$ cat src/rtl/apr_fm_par_pkg.sv
// Shared constants and the packed EBUS status image for the APR fast-memory parity checker.
package apr_fm_par_pkg;

    localparam int FM_ADDR_W = 7;
    localparam int FM_WORDS  = 128;
    localparam int FM_SLICES = 6;
    localparam int FM_CNT_W  = 8;

    typedef struct packed {
        logic                 flag;
        logic [1:0]           half;
        logic [FM_ADDR_W-1:0] adr;
        logic [FM_CNT_W-1:0]  cnt;
    } fm_par_status_t;

    localparam int FM_EBUS_W = $bits(fm_par_status_t);

endpackage

$ cat src/rtl/apr_fm_parity_if.sv
// Control/data bundle between the APR/CON/EDP side and the FM parity checker.
// With APR_FM_PAR_INJECT_EN defined, the bundle also carries diag_fm_par_inject_h.
interface apr_fm_parity_if #(
    parameter int ADDR_W = apr_fm_par_pkg::FM_ADDR_W,
    parameter int SLICES = apr_fm_par_pkg::FM_SLICES,
    parameter int CNT_W  = apr_fm_par_pkg::FM_CNT_W
);
    logic [SLICES-1:0] edp_fm_parity_h;
    logic [2:0]        apr_fm_block_h;
    logic [3:0]        apr_fm_adr_h;
    logic              con_fm_write_00to17_l;
    logic              con_fm_write_18to35_l;
    logic              con_fm_read_h;
    logic              con_fm_par_chk_en_h;
    logic              con_clear_fm_par_h;
    logic              diag_read_fm_par_h;
`ifdef APR_FM_PAR_INJECT_EN
    logic              diag_fm_par_inject_h;
`endif
    logic              apr_fm_parity_error_h;
    logic [ADDR_W-1:0] apr_fm_par_err_adr_h;
    logic [1:0]        apr_fm_par_err_half_h;
    logic [CNT_W-1:0]  apr_fm_par_err_cnt_h;
    logic [17:0]       ebus_fm_par_d_h;

    modport master (
`ifdef APR_FM_PAR_INJECT_EN
        output diag_fm_par_inject_h,
`endif
        output edp_fm_parity_h, apr_fm_block_h, apr_fm_adr_h,
        output con_fm_write_00to17_l, con_fm_write_18to35_l, con_fm_read_h,
        output con_fm_par_chk_en_h, con_clear_fm_par_h, diag_read_fm_par_h,
        input  apr_fm_parity_error_h, apr_fm_par_err_adr_h, apr_fm_par_err_half_h,
        input  apr_fm_par_err_cnt_h, ebus_fm_par_d_h
    );

    modport slave (
`ifdef APR_FM_PAR_INJECT_EN
        input  diag_fm_par_inject_h,
`endif
        input  edp_fm_parity_h, apr_fm_block_h, apr_fm_adr_h,
        input  con_fm_write_00to17_l, con_fm_write_18to35_l, con_fm_read_h,
        input  con_fm_par_chk_en_h, con_clear_fm_par_h, diag_read_fm_par_h,
        output apr_fm_parity_error_h, apr_fm_par_err_adr_h, apr_fm_par_err_half_h,
        output apr_fm_par_err_cnt_h, ebus_fm_par_d_h
    );
endinterface

$ cat src/rtl/apr_fm_par_ram.sv
// 1-bit-wide parity store: synchronous write, registered read, write-first on a same-address collision.
module apr_fm_par_ram
    import apr_fm_par_pkg::*;
#(
    parameter int DEPTH = FM_WORDS,
    parameter int AW    = FM_ADDR_W
) (
    input  logic          clk,
    input  logic          we,
    input  logic [AW-1:0] addr,
    input  logic          wdata,
    input  logic          re,
    output logic          rdata
);

    logic mem [DEPTH];

    // NOTE: the array and its read register carry no reset; software initialises
    // contents, and the checker's own valid bit qualifies every read result.
    always_ff @(posedge clk) begin
        if (we) begin
            mem[addr] <= wdata;
        end
        if (re) begin
            rdata <= we ? wdata : mem[addr];
        end
    end

endmodule

$ cat src/rtl/apr_fm_parity.sv
// FM parity checker: stores per-half parity on writes, checks reads one cycle later, latches first error.
// Optional macro APR_FM_PAR_INJECT_EN adds diag_fm_par_inject_h to corrupt stored parity on writes.
module apr_fm_parity
    import apr_fm_par_pkg::*;
#(
    parameter int ADDR_W = FM_ADDR_W,
    parameter int SLICES = FM_SLICES,
    parameter int CNT_W  = FM_CNT_W
) (
    input  logic            clk_apr_h,
    input  logic            apr_reset_l,
    apr_fm_parity_if.slave  bus
);

    localparam int HALF = SLICES / 2;

    logic [ADDR_W-1:0] addr;
    logic              par_l_now, par_r_now;
    logic              wdata_l, wdata_r;
    logic              stored_l, stored_r;
    logic              err_l, err_r, err_hit;

    logic              rd_valid_q, chk_en_q;
    logic [ADDR_W-1:0] rd_adr_q;

    logic              flag_q;
    logic [ADDR_W-1:0] adr_q;
    logic [1:0]        half_q;
    logic [CNT_W-1:0]  cnt_q;
    fm_par_status_t    status;

    assign addr      = {bus.apr_fm_block_h, bus.apr_fm_adr_h};
    assign par_l_now = ^bus.edp_fm_parity_h[HALF-1:0];
    assign par_r_now = ^bus.edp_fm_parity_h[SLICES-1:HALF];

`ifdef APR_FM_PAR_INJECT_EN
    assign wdata_l = par_l_now ^ bus.diag_fm_par_inject_h;
    assign wdata_r = par_r_now ^ bus.diag_fm_par_inject_h;
`else
    assign wdata_l = par_l_now;
    assign wdata_r = par_r_now;
`endif

    apr_fm_par_ram #(.DEPTH(FM_WORDS), .AW(ADDR_W)) u_ram_l (
        .clk   (clk_apr_h),
        .we    (~bus.con_fm_write_00to17_l),
        .addr  (addr),
        .wdata (wdata_l),
        .re    (bus.con_fm_read_h),
        .rdata (stored_l)
    );

    apr_fm_par_ram #(.DEPTH(FM_WORDS), .AW(ADDR_W)) u_ram_r (
        .clk   (clk_apr_h),
        .we    (~bus.con_fm_write_18to35_l),
        .addr  (addr),
        .wdata (wdata_r),
        .re    (bus.con_fm_read_h),
        .rdata (stored_r)
    );

    // Read data arrives on the slice parity lines the cycle after the read was issued.
    assign err_l   = stored_l != par_l_now;
    assign err_r   = stored_r != par_r_now;
    assign err_hit = rd_valid_q & chk_en_q & (err_l | err_r);

    always_ff @(posedge clk_apr_h) begin
        if (!apr_reset_l) begin
            rd_valid_q <= 1'b0;
            chk_en_q   <= 1'b0;
            rd_adr_q   <= '0;
        end else begin
            rd_valid_q <= bus.con_fm_read_h;
            chk_en_q   <= bus.con_fm_par_chk_en_h;
            if (bus.con_fm_read_h) begin
                rd_adr_q <= addr;
            end
        end
    end

    // Clear outranks a same-cycle error, so a result landing in the clear cycle is dropped.
    always_ff @(posedge clk_apr_h) begin
        if (!apr_reset_l || bus.con_clear_fm_par_h) begin
            flag_q <= 1'b0;
            adr_q  <= '0;
            half_q <= '0;
            cnt_q  <= '0;
        end else if (err_hit) begin
            if (!flag_q) begin
                flag_q <= 1'b1;
                adr_q  <= rd_adr_q;
                half_q <= {err_l, err_r};
            end
            if (cnt_q != {CNT_W{1'b1}}) begin
                cnt_q <= cnt_q + CNT_W'(1);
            end
        end
    end

    assign bus.apr_fm_parity_error_h = flag_q;
    assign bus.apr_fm_par_err_adr_h  = adr_q;
    assign bus.apr_fm_par_err_half_h = half_q;
    assign bus.apr_fm_par_err_cnt_h  = cnt_q;

    // NOTE: every always_comb output gets a default first so no path can infer a latch.
    always_comb begin
        status      = '0;
        status.flag = flag_q;
        status.half = half_q;
        status.adr  = adr_q;
        status.cnt  = cnt_q;
        bus.ebus_fm_par_d_h = '0;
        if (bus.diag_read_fm_par_h) begin
            bus.ebus_fm_par_d_h = status;
        end
    end

endmodule

$ cat src/flat_wrapper.sv
// flat-port wrapper written by rule: the top's interface ports become plain ports
module apr_fm_parity_flat import apr_fm_par_pkg::*;
#(
    parameter int ADDR_W = FM_ADDR_W,
    parameter int SLICES = FM_SLICES,
    parameter int CNT_W  = FM_CNT_W
)
  (clk_apr_h, apr_reset_l, bus_edp_fm_parity_h, bus_apr_fm_block_h, bus_apr_fm_adr_h, bus_con_fm_write_00to17_l, bus_con_fm_write_18to35_l, bus_con_fm_read_h, bus_con_fm_par_chk_en_h, bus_con_clear_fm_par_h, bus_diag_read_fm_par_h, bus_apr_fm_parity_error_h, bus_apr_fm_par_err_adr_h, bus_apr_fm_par_err_half_h, bus_apr_fm_par_err_cnt_h, bus_ebus_fm_par_d_h);
  apr_fm_parity_if #(.ADDR_W(ADDR_W), .SLICES(SLICES), .CNT_W(CNT_W)) bus_i ();
  input  logic clk_apr_h;
  input  logic apr_reset_l;
  input wire logic [$bits(bus_i.edp_fm_parity_h)-1:0] bus_edp_fm_parity_h;
  input wire logic [$bits(bus_i.apr_fm_block_h)-1:0] bus_apr_fm_block_h;
  input wire logic [$bits(bus_i.apr_fm_adr_h)-1:0] bus_apr_fm_adr_h;
  input wire logic [$bits(bus_i.con_fm_write_00to17_l)-1:0] bus_con_fm_write_00to17_l;
  input wire logic [$bits(bus_i.con_fm_write_18to35_l)-1:0] bus_con_fm_write_18to35_l;
  input wire logic [$bits(bus_i.con_fm_read_h)-1:0] bus_con_fm_read_h;
  input wire logic [$bits(bus_i.con_fm_par_chk_en_h)-1:0] bus_con_fm_par_chk_en_h;
  input wire logic [$bits(bus_i.con_clear_fm_par_h)-1:0] bus_con_clear_fm_par_h;
  input wire logic [$bits(bus_i.diag_read_fm_par_h)-1:0] bus_diag_read_fm_par_h;
  output wire logic [$bits(bus_i.apr_fm_parity_error_h)-1:0] bus_apr_fm_parity_error_h;
  output wire logic [$bits(bus_i.apr_fm_par_err_adr_h)-1:0] bus_apr_fm_par_err_adr_h;
  output wire logic [$bits(bus_i.apr_fm_par_err_half_h)-1:0] bus_apr_fm_par_err_half_h;
  output wire logic [$bits(bus_i.apr_fm_par_err_cnt_h)-1:0] bus_apr_fm_par_err_cnt_h;
  output wire logic [$bits(bus_i.ebus_fm_par_d_h)-1:0] bus_ebus_fm_par_d_h;
  assign bus_i.edp_fm_parity_h = bus_edp_fm_parity_h;
  assign bus_i.apr_fm_block_h = bus_apr_fm_block_h;
  assign bus_i.apr_fm_adr_h = bus_apr_fm_adr_h;
  assign bus_i.con_fm_write_00to17_l = bus_con_fm_write_00to17_l;
  assign bus_i.con_fm_write_18to35_l = bus_con_fm_write_18to35_l;
  assign bus_i.con_fm_read_h = bus_con_fm_read_h;
  assign bus_i.con_fm_par_chk_en_h = bus_con_fm_par_chk_en_h;
  assign bus_i.con_clear_fm_par_h = bus_con_clear_fm_par_h;
  assign bus_i.diag_read_fm_par_h = bus_diag_read_fm_par_h;
  assign bus_apr_fm_parity_error_h = bus_i.apr_fm_parity_error_h;
  assign bus_apr_fm_par_err_adr_h = bus_i.apr_fm_par_err_adr_h;
  assign bus_apr_fm_par_err_half_h = bus_i.apr_fm_par_err_half_h;
  assign bus_apr_fm_par_err_cnt_h = bus_i.apr_fm_par_err_cnt_h;
  assign bus_ebus_fm_par_d_h = bus_i.ebus_fm_par_d_h;
  apr_fm_parity #(.ADDR_W(ADDR_W), .SLICES(SLICES), .CNT_W(CNT_W)) u_core (.clk_apr_h(clk_apr_h), .apr_reset_l(apr_reset_l), .bus(bus_i));
endmodule
$ cat config.mk
export PLATFORM = sky130hd
export DESIGN_NAME = apr_fm_parity_flat
export DESIGN_NICKNAME = d
export VERILOG_FILES = /design/src/rtl/apr_fm_par_pkg.sv /design/src/rtl/apr_fm_parity_if.sv /design/src/rtl/apr_fm_par_ram.sv /design/src/rtl/apr_fm_parity.sv /design/src/flat_wrapper.sv
export SDC_FILE = /design/constraint.sdc
export NUM_CORES = 1
export LEC_CHECK = 0
export ABC_AREA = 1
export ABC_CLOCK_PERIOD_IN_PS = 3360
export CORE_MARGIN = 2
export CORE_UTILIZATION = 45
export CTS_BUF_LIST = sky130_fd_sc_hd__clkbuf_16
export DETAILED_ROUTE_END_ITERATION = 8
export HOLD_SLACK_MARGIN = 0.1
export PLACE_DENSITY = 0.68
export SYNTH_ARGS = -nofsm -noshare
export SYNTH_HDL_FRONTEND = slang
export SYNTH_HIERARCHICAL = 1
export SYNTH_SLANG_ARGS = --single-unit
$ cat constraint.sdc
create_clock -name clk_apr_h -period 3.36 [get_ports clk_apr_h]
set_clock_uncertainty 0.15 [all_clocks]
set_input_delay 0.504 -clock clk_apr_h [delete_from_list [all_inputs] [get_ports clk_apr_h]]
set_output_delay 0.504 -clock clk_apr_h [all_outputs]
set_load 0.02 [all_outputs]
* After elaboration in Yosys (flattened, before gate mapping)
Memory sizes are Yosys's and may differ from the RTL's. A register that Yosys moved wholly into a read port is not among the register bits.
Index checks and enable logic that the tools add are counted.
** Storage, ports and cells
- Register bits after elaboration :: 27
- Bits in writable memories :: 256
- Input port bits :: 21
- Output and inout bits :: 36
- Logic and storage cells :: 26
- Memories kept :: 2
** Operators by class
- Add/subtract/negate cells :: 1
- Equal/unequal tests :: 3
- Muxes and demuxes :: 3
- Bitwise operators :: 4
- Reductions and logical operators :: 6
** Memories
- u_core.u_ram_l.mem :: depth 128, width 1, read ports 1, clocked after Yosys merged registers in 1, write ports 1, RTL line apr_fm_par_ram.sv:16 : logic mem [DEPTH];
- u_core.u_ram_r.mem :: depth 128, width 1, read ports 1, clocked after Yosys merged registers in 1, write ports 1, RTL line apr_fm_par_ram.sv:16
** Operators by type and width (number)
- two-way mux 18 bit :: 1
- adder 8 x 1 -> 8 bit (second input constant) :: 1
- != test 8 bit (second input constant) :: 1
- parity 3 bit :: 2
- AND reduction 2 bit :: 2
- bitwise AND 1 bit :: 2
- two-way mux 1 bit :: 2
- != test 1 bit :: 2
- logical NOT 1 bit :: 1
- logical OR 1 bit :: 1
- NOT 1 bit :: 1
- bitwise OR 1 bit :: 1

* Longest topological paths before layout
Gate-level depths: netlist of run 1.
- Depth after elaboration :: 5
- Gate-level depth with buffers :: 14
- Gate-level depth less buffers :: 13

* Hierarchy
The synthesis of run 1 kept the hierarchy.
** Modules (own cells, without submodules)
- apr_fm_par_ram :: instances 2, cells an instance 727, area an instance 6259.8 µm², seq. area each 3873.7 µm²
- apr_fm_parity :: instances 1, cells an instance 277, area an instance 1725.4 µm², seq. area each 540.5 µm²

* Worst setup path before layout of run 1
OpenSTA, ideal clock, no wires.
- Kind :: input to register
- Start :: input port bus_edp_fm_parity_h[4]
- End :: memory u_core.u_ram_r.mem[0], data pin
- Library setup time :: 0.514 ns
- Arrival :: 2.283 ns
- Data required time :: 2.696 ns
- Setup slack :: 0.413 ns
- Cell stages on the path :: 5
- Path buffers :: 0
- Cells stage by stage :: inv_1 > nand2_2 > nand2_1 > nand2_1 > nand2_1
** Between the ends
- Word-level cells in the longest chain between the ends :: 1
** Ends and longest elaborated chain
- start: declaration :: RTL line flat_wrapper.sv:12 : input wire logic [$bits(bus_i.edp_fm_parity_h)-1:0] bus_edp_fm_parity_h;
- parity 3 bit :: RTL line apr_fm_parity.sv:34 : assign par_r_now = ^bus.edp_fm_parity_h[SLICES-1:HALF];
- named net u_core.par_r_now :: RTL line apr_fm_parity.sv:18 : logic par_l_now, par_r_now;
- end: declaration :: RTL line apr_fm_par_ram.sv:16
The timed path passes the listed nets, and every way through them passes these cells.

* Worst setup path in the final report of run 1
- Start :: input port bus_diag_read_fm_par_h
- End :: output port bus_ebus_fm_par_d_h[1]
** Between the ends
- Word-level cells in the longest chain between the ends :: 1
** Ends and longest elaborated chain
- start: declaration :: RTL line flat_wrapper.sv:20 : input wire logic [$bits(bus_i.diag_read_fm_par_h)-1:0] bus_diag_read_fm_par_h;
- two-way mux 18 bit :: RTL line apr_fm_parity.sv:113 : if (bus.diag_read_fm_par_h) begin
- end: declaration :: RTL line flat_wrapper.sv:25 : output wire logic [$bits(bus_i.ebus_fm_par_d_h)-1:0] bus_ebus_fm_par_d_h;
Every way passes these cells.

==> impl_summary.md, run 1 <==
Die
The die width is 181.9 um. The core outline area is 31390 um^2. The floorplan die area is between 30000 and 40000 um^2.

The starting utilization of the core area is 0.4538. 57 I/O pins were placed. The cell row count is 65.

The die is between 150 and 200 um tall.

Drt
Detailed routing inserted a total of 11030 vias. The average wire length per cell after detail routing is roughly 15 um. The detailed router put a total of 14490 um of wire on met1.

The post-detailed-route count of antenna-violating nets is 0. The detailed-routed wire length on met2 is 15610 um. After detailed routing, the total wire length is 33230 um. For this run, design rule violations remaining after detail routing come to 0. Wire segments on met3 add up to approximately 2300 um in the final route. The highest metal layer with signal wires is met4.

The ratio of routed vias to standard cells is ~5. The DRC marker count from the first detailed-route iteration is roughly 930. The number of iterations in the first detailed-routing pass is 5.

Global route
The first global-routing pass estimated about 54000 um of wire. The number of global-route vias before repair is 10380. Summed over all layers, the global routing overflow is 0. Entering global routing, the biggest net connects ~120 pins. The global-route usage over all layers is 0.2032. The number of antenna violations at the first check in global routing is 0.

Layout
The total number of nets in the final design is 1805. Once layout is complete, the cells apart from fillers number 2207. Fill cells in the final layout number 2934.

Compared with the post-synthesis result, the final layout area differs by 13.32%. The fraction of final layout cells sized beyond drive strength 1 is 0.06316. Summing all non-filler instances in the final layout gives an area of 16140 um^2.

The final antenna diode count is 0.

Critical path
The kind of cell with the highest combined delay along the critical path is buffers and inverters. The worst setup path is of the input pin to output pin kind. The launch point of the critical path is bus_diag_read_fm_par_h. For the worst setup path, the data required time is roughly 2.7 ns.

The last element of the critical path is bus_ebus_fm_par_d_h[1]. The buffer and inverter count on the worst path is 3. The register-to-register setup slack is 1.47 ns. The cell count along the critical path is 4. Traced cell by cell, the critical path runs through clkdlybuf4s50_1, nand2_1, inv_1, clkdlybuf4s50_1. In this design, the stage delay of the slowest critical-path cell is 0.81 ns. Of all nets on the critical path, the largest fanout is 18. The worst register-to-register path begins at u_core/u_ram_l/mem[92]. The worst setup path is captured at an output pin. The library cell appearing most often on the critical path is sky130_fd_sc_hd__clkdlybuf4s50_1.

In this run the critical register-to-register path is captured at u_core/u_ram_l/rdata. The arrival time of the worst setup path is 2.10 ns. The startpoint type of the worst setup path is an input pin.

The largest individual stage delay along the critical path comes from the cell sky130_fd_sc_hd__clkdlybuf4s50_1. The number of cells on the worst reg-to-reg path is 12.

Place
The final weighted congestion in routability-driven placement is between 0.8 and 0.9. The total instance count after detailed placement is around 2200. After legalization and detailed placement, the total HPWL measured between 20000 and 25000 um. In this run the tool buffered the top-level ports with 56 buffer cells. Summing all placed instances gives a cell area of 15190 um^2.

STA
The final hold slack is 0.3082 ns. The post-route fraction of the period consumed by the critical path is 0.8205. The post-route minimum period is ~2.8 ns.

The count of pins over their slew limit is 0. In this run the tightest slew margin relative to its limit is 0.3626. Setup repair after global routing left no endpoint under its margin. Setup violations remaining at the end of the flow were counted as 0. The setup TNS is 0 ns. For the pin with the worst max-slew slack, the measured transition is 0.9547 ns. The number of endpoints with negative hold slack in the final report came to 0. For this run, the top clock speed supported by timing is 0.3627 GHz.

Logic synthesis
The main flop type after synthesis is sky130_fd_sc_hd__edfxtp_1. Ranked by total cell area, the synthesized netlist is headed by sky130_fd_sc_hd__edfxtp_1 54%, sky130_fd_sc_hd__nand2_1 17%, sky130_fd_sc_hd__nor2_1 9.2%, sky130_fd_sc_hd__inv_1 5.8%, sky130_fd_sc_hd__dfxtp_1 3.8%. The biggest area consumer among synthesized cells is sky130_fd_sc_hd__edfxtp_1. The commonest cells after synthesis are 636 x sky130_fd_sc_hd__nand2_1, 350 x sky130_fd_sc_hd__nor2_1, 258 x sky130_fd_sc_hd__edfxtp_1.

The adder and majority gate portion of the synthesized area is 0.0008783. The number of different library cells used by synthesis comes to 31. In this run, synthesis inferred 258 flip-flops with an integrated enable. sky130_fd_sc_hd__nand2_1 is the most common cell in the netlist. A synthesized cell averages 8.229 um^2. The total of flip-flops plus latches after synthesis is roughly 290. The proportion of synthesized chip area in sequential cells is 0.5818. The Yosys step of the flow raised 6 warnings. The simple logic cell fraction of the synthesized area is 0.3169. The share of flip-flops with an asynchronous set or reset after synthesis is 0. Counting every instance in the synthesized netlist gives 1731.

The mux share of post-synthesis cell area is 0. The post-synthesis compound-gate area fraction is 0.009310. In this run the cell area of the synthesized design comes to 14240 um^2. Synthesis produced a netlist with a net count of 1753. By area, the combinational part of the netlist is dominated by simple AND/OR/NAND/NOR gates. The share of synthesized area in the top cell type comes to 0.5439. Of the total synthesized cell area, the portion taken by XOR and XNOR cells is 0.0006148.

CTS
The clock-pin slew on the worst setup and hold paths is 0.06 ns. After clock tree synthesis, the setup repair step added 0 buffers. Counting every sink on the clock net gives between 200 and 300. The buffer levels on the longest clock path is 3. The number of clock buffers inserted by TritonCTS is 30. The total of cells resized after clock tree synthesis is 0. The root buffer cell chosen for the clock tree is sky130_fd_sc_hd__clkbuf_16. The clock insertion delay at the later pin of the skew report is between 0.5 and 0.6 ns. The count of hold-fix buffers inserted at cts is 0. The TritonCTS clock tree is built. In this run the number of H-tree levels came out at 1.

Pwr
The proportion of power drawn by flip-flops and latches is 0.506. In this run the power spent charging and discharging nets is 1805 uW. Power spread over the standard cell area amounts to 482.6 nW/um^2. After layout, the design draws a total of 7790 uW. Of the total power, the share spent switching nets is 0.2318. The portion of total power attributed to the clock network is 0.410. Across the VDD grid, the largest voltage drop is 370.1 uV.

The internal portion of the total power is 5985 uW. The share of power burned in combinational logic is 0.084. The leakage component of the power is 0.006800 uW.

Status
The flow ran to the end, and the final reports show no timing, DRC or antenna violations.

Job
Max-cap violations in this run came to 0.

Hold path
The startpoint of the worst hold path is u_core/rd_adr_q[1]. The min-delay analysis places its worst path in the category flop to flop.
## cells in the final DEF (no fill, tap or decap)
master,count
sky130_fd_sc_hd__nand2_1,634
sky130_fd_sc_hd__nor2_1,350
sky130_fd_sc_hd__edfxtp_1,258
sky130_fd_sc_hd__inv_1,228
sky130_fd_sc_hd__nand3_1,72
sky130_fd_sc_hd__clkdlybuf4s50_1,54
sky130_fd_sc_hd__clkbuf_16,31
sky130_fd_sc_hd__dfxtp_1,27
sky130_fd_sc_hd__buf_4,23
sky130_fd_sc_hd__nand4_1,15
sky130_fd_sc_hd__inv_2,13
sky130_fd_sc_hd__or2_1,12
sky130_fd_sc_hd__o21ai_0,11
sky130_fd_sc_hd__nor2_2,11
sky130_fd_sc_hd__clkinv_1,9
sky130_fd_sc_hd__nand3_2,8
sky130_fd_sc_hd__a21oi_1,7
sky130_fd_sc_hd__clkinv_2,6
sky130_fd_sc_hd__buf_12,6
sky130_fd_sc_hd__nand2_2,5
sky130_fd_sc_hd__nor3_1,5
sky130_fd_sc_hd__o21ai_1,4
sky130_fd_sc_hd__bufinv_16,3
sky130_fd_sc_hd__nand2_4,3
sky130_fd_sc_hd__nand4_2,2
sky130_fd_sc_hd__o211ai_1,2
sky130_fd_sc_hd__buf_2,1
sky130_fd_sc_hd__nand2_8,1
sky130_fd_sc_hd__nand3_4,1
sky130_fd_sc_hd__xnor2_1,1
sky130_fd_sc_hd__a21boi_1,1
sky130_fd_sc_hd__ha_1,1
## per-stage QoR
| step | utilization | setup slack (ns) |
|---|---|---|
| 4_1_cts | 0.5142 | 0.5823 |
| 6_report | 0.5142 | 0.6033 |
| 2_1_floorplan | - | 0.4125 |
| 3_5_place_dp | 0.4840 | 0.4116 |
| 5_1_grt | 0.5142 | 0.4521 |
| 3_3_place_gp | 0.4840 | 0.4823 |
## power by group through the flow
stage / Clock [uW] / Sequential [uW] / Combinational [uW]
floorplan: 0 / 4030 / 434
global placement: 0 / 4020 / 643
detailed placement: 0 / 4020 / 652
CTS: 3250 / 3940 / 655
global route: 3380 / 3940 / 732
finish: 3200 / 3940 / 654
## worst register-to-register path: cells and delay by family (launching register included)
family,cells,cell delay [ns]
DFF,1,0.37
buffers and inverters,1,0.06
and+or+nand+nor,11,1.08
## logic make-up (layout without fill, tap and decap cells)
group | Yosys count | count (layout)
compound gates | 25 | 25
xor+xnor | 1 | 1
fa+ha+maj | 1 | 1
buf+inv | 300 | 374
flops | 285 | 285
simple gates | 1119 | 1119
## state kept, by name, summed over array words and instances (netlist names)
register,count
u_core/bus.apr_fm_par_err_adr_h,7
u_core/bus.apr_fm_par_err_cnt_h,8
u_core/bus.apr_fm_par_err_half_h,2
u_core/bus.apr_fm_parity_error_h,1
u_core/chk_en_q,1
u_core/rd_adr_q,7
u_core/rd_valid_q,1
u_core/u_ram_l/mem,128
u_core/u_ram_l/rdata,1
u_core/u_ram_r/mem,128
u_core/u_ram_r/rdata,1
## layout make-up
type / count / area [um^2] / share of cell area
flip-flops and latches: 285 / 8288 / 0.5134
multi-input cells: 1146 / 4678 / 0.2898
inverters: 236 / 885.9 / 0.05488
repair buffers: 84 / 838.3 / 0.05193
clock buffers: 31 / 775.7 / 0.04806
well taps: 402 / 503.0 / 0.03116
clock inverters: 23 / 172.7 / 0.01070
## worst min path at each step
| stage | end | slack [ns] | cells after the start |
|---|---|---|---|
| floorplan | u_core/rd_adr_q[3] | 0.28 | 2 |
| finish | u_core/rd_adr_q[1] | 0.31 | 2 |
| global placement | u_core/rd_adr_q[5] | 0.30 | 2 |
| CTS | u_core/rd_adr_q[3] | 0.31 | 2 |
| global route | u_core/rd_adr_q[3] | 0.33 | 2 |
| detailed placement | u_core/rd_adr_q[3] | 0.30 | 2 |
## routing by layer
| metal | global-route usage | vias to the layer above |
|---|---|---|
| met1 | 0.2779 | 5163 |
| met3 | 0.02427 | 54 |
| li1 | - | 5451 |
| met5 | 0 | - |
| met4 | 0.06194 | 0 |
| met2 | 0.3410 | 363 |
Power figures use the tool's default switching activity.
==> run 2, diff against run 1 <==
--- a/config.mk
+++ b/config.mk
@@ -6,13 +6,13 @@
 export NUM_CORES = 1
 export LEC_CHECK = 0
 export ABC_AREA = 1
-export ABC_CLOCK_PERIOD_IN_PS = 3360
+export ABC_CLOCK_PERIOD_IN_PS = 2470
 export CORE_MARGIN = 2
 export CORE_UTILIZATION = 45
 export CTS_BUF_LIST = sky130_fd_sc_hd__clkbuf_16
 export DETAILED_ROUTE_END_ITERATION = 8
 export HOLD_SLACK_MARGIN = 0.1
-export PLACE_DENSITY = 0.68
+export PLACE_DENSITY = 0.7
 export SYNTH_ARGS = -nofsm -noshare
 export SYNTH_HDL_FRONTEND = slang
 export SYNTH_HIERARCHICAL = 1
==> constraint.sdc (replaced) <==
create_clock -name clk_apr_h -period 2.47 [get_ports clk_apr_h]
set_clock_uncertainty 0.15 [all_clocks]
set_input_delay 0.3705 -clock clk_apr_h [delete_from_list [all_inputs] [get_ports clk_apr_h]]
set_output_delay 0.3705 -clock clk_apr_h [all_outputs]
set_load 0.02 [all_outputs]
==> impl_summary.md, run 2 (synthesized netlist as in run 1, its figures left out) <==
Layout
The finished cells cover 16820 um^2. The commonest non-fill, non-tap cell in the layout is sky130_fd_sc_hd__nand2_1. Relative to the synthesized area, the layout overhead comes to 18.05%. 0 antenna diodes ended up in the layout. The total of fill cells in the finished design is just under 3000. In the layout the commonest cells are 634 x sky130_fd_sc_hd__nand2_1, 350 x sky130_fd_sc_hd__nor2_1, 258 x sky130_fd_sc_hd__edfxtp_1. In the final layout, the share of cells above drive strength 1 is 0.09802.

The total number of nets in the final design is around 1900. The combined flip-flop and latch cell area is 8288 um^2. Summing all multi-input logic gate instances after layout gives approximately 4700 um^2.

STA
The count of pins over their slew limit is 0. In the finished design, the share of the clock period the worst path needs comes to 0.9289. Derived from the worst setup path, the maximum achievable clock frequency is 0.4358 GHz. Adding up every negative setup slack in the final design gives 0 ns. For the pin with the worst max-slew slack, the measured transition is 0.6782 ns. The number of endpoints with negative hold slack in the final report is 0. The count of endpoints failing setup in the final report is 0. For the finished layout, the period the worst path requires is roughly 2.3 ns. Measured against its own limit, the worst slew margin works out to 0.5479. Setup repair after global routing left no endpoint under its margin.

CTS
The count of hold-fix buffers inserted at cts is 0. The number of clock buffers inserted by TritonCTS is 30. The clock insertion delay at the later pin of the skew report is 0.55 ns.

Counting along the longest clock path gives a buffer depth of 3. Once the clock tree was built, the resizer swapped 0 gates to a different size. The clock sink count is 285. The root buffer selected by CTS is sky130_fd_sc_hd__clkbuf_16. The post-CTS setup-driven buffer insertion count is 0. The total number of H-tree levels is 1.

The clock-pin slew on the worst setup and hold paths is 0.06 ns. The TritonCTS clock tree is built.

Critical path
Walking the worst path, the cells encountered are clkdlybuf4s50_1, buf_12, nand2_1, inv_1, clkdlybuf4s50_1. The worst setup path is of the input pin to output pin kind. For this run, the slowest stage of the critical path takes between 0.6 and 0.7 ns.

The startpoint type of the worst setup path is an input pin. The worst register-to-register path begins at u_core/bus.apr_fm_par_err_cnt_h[0]. By instance count, the cell type seen most on the critical path is sky130_fd_sc_hd__clkdlybuf4s50_1. The data required time at the worst endpoint is 1.95 ns. The kind of end point of the critical path is an output pin. The arrival time of the worst setup path is 1.77 ns.

The cell with the largest stage delay on the worst path is sky130_fd_sc_hd__clkdlybuf4s50_1. The endpoint identified for the worst register-to-register timing path is u_core/bus.apr_fm_par_err_cnt_h[7]. Measured in cells, the most critical reg-to-reg path has a length of 10. The register-to-register setup slack is around 0.79 ns. The largest driver fanout on the critical path is 18.

Pwr
Dividing total power by cell area gives a power density of 651.1 nW/um^2. The analysis attributes to cell leakage a power of just over 0.007 uW. IR analysis of the VDD net gives a maximum drop of 584.6 uV.

Drt
The routed design has 33850 um of wire. After detailed routing, the number of remaining DRC violations is 0. The DRC marker count from the first detailed-route iteration is around 1200.

In the final routed layout, each cell accounts on average for 14.92 um. After detailed routing, the number of vias per cell comes to between 4 and 5. The number of iterations in the first detailed-routing pass is 6.

The post-detailed-route count of antenna-violating nets is 0. Detailed routing inserted a total of 11260 vias.

Hold path
The worst hold-check path type is input pin to flop. For hold timing, the worst endpoint is u_core/chk_en_q. The startpoint of the worst hold path is bus_con_fm_par_chk_en_h. Counting instances, the worst hold path has a depth of 3.

Die
The number of placed I/O pins is between 50 and 60. The die is 181.9 um wide. The die is 181.9 um tall. For this configuration, the core starts out at a cell density of 0.4538. The floorplan die area is 33090 um^2. The cell row count is 65. In this run the standard cell core region covers 31390 um^2.

Global route
The maximum number of pins on one net before global-route repair is 86. In the global route stage, overall resource usage came out at 0.2069. The number of antenna violations at the first check in global routing came to 0. The number of global-route vias before repair is around 11000.

The remaining global-route overflow is 0. The first global-routing pass estimated 55550 um of wire.

Place
The final weighted congestion in routability-driven placement is slightly below 0.9. In this run the cell area measured after placement is between 15000 and 20000 um^2. During placement, the flow inserted port buffers numbering 56. The post-detailed-placement half-perimeter wirelength is 21780 um.

Job
Max-cap violations in this run came to 0.

Status
The flow ran to the end, and the final reports show no timing, DRC or antenna violations.
==> run 2: cell types whose count changed in the layout (fill, tap and decap cells not counted), sizes merged <==
cell	delta
clkbuf	+3
inv	-1
clkinv	-1
clkinvlp	+1
buf	+60
==> run 2: per-stage QoR <==
step,cells,setup slack (ns),power [uW],utilization,hold WS (ns)
after floorplan,1731,0.4561,6066,-,0.2794
after global placement,2213,0.04492,6398,0.5027,0.2984
after detailed placement,2213,0.01022,6415,0.5027,0.3118
after CTS,2269,0.1652,11050,0.5357,0.1735
after global routing,2269,0.1137,11340,0.5357,0.2065
final,2269,0.1755,10950,0.5357,0.1951
==> run 2: critical path, delay by kind of cell <==
kind,cells,cell delay [ns]
and+or+nand+nor,1,0.06
buffers and inverters,4,1.33
==> run 2: where the power goes <==
part	internal, uW	switching (uW)	total (uW)	leakage, uW
clock network	2770	1860	4630	0.000528
logic	297	658	955	0.00418
registers	5350	12.5	5360	0.00246
==> run 2: per-layer routing <==
layer | global-route usage | share of wire | up-vias
met1 | 0.2657 | 0.43 | 5276
met3 | 0.02467 | 0.055 | 69
met2 | 0.3670 | 0.49 | 327
met5 | 0 | 0 | -
li1 | - | - | 5586
met4 | 0.06355 | 0.029 | 0
==> run 2: final cells by class <==
type                    count  area share
flip-flops and latches    285      0.4929
multi-input cells        1146      0.2782
repair buffers            144     0.08482
inverters                 236     0.05268
clock buffers              34     0.05060
well taps                 402     0.02991
clock inverters            22     0.01094
==> run 2: worst max-delay path by stage <==
stage / from / end / depth (start not counted)
floorplan: bus_edp_fm_parity_h[4] / u_core/u_ram_r/mem[0] / 5
global placement: bus_apr_fm_adr_h[2] / u_core/u_ram_r/rdata / 15
detailed placement: bus_apr_fm_adr_h[2] / u_core/u_ram_l/rdata / 14
CTS: bus_diag_read_fm_par_h / bus_ebus_fm_par_d_h[10] / 5
global route: bus_diag_read_fm_par_h / bus_ebus_fm_par_d_h[10] / 5
finish: bus_diag_read_fm_par_h / bus_ebus_fm_par_d_h[10] / 5
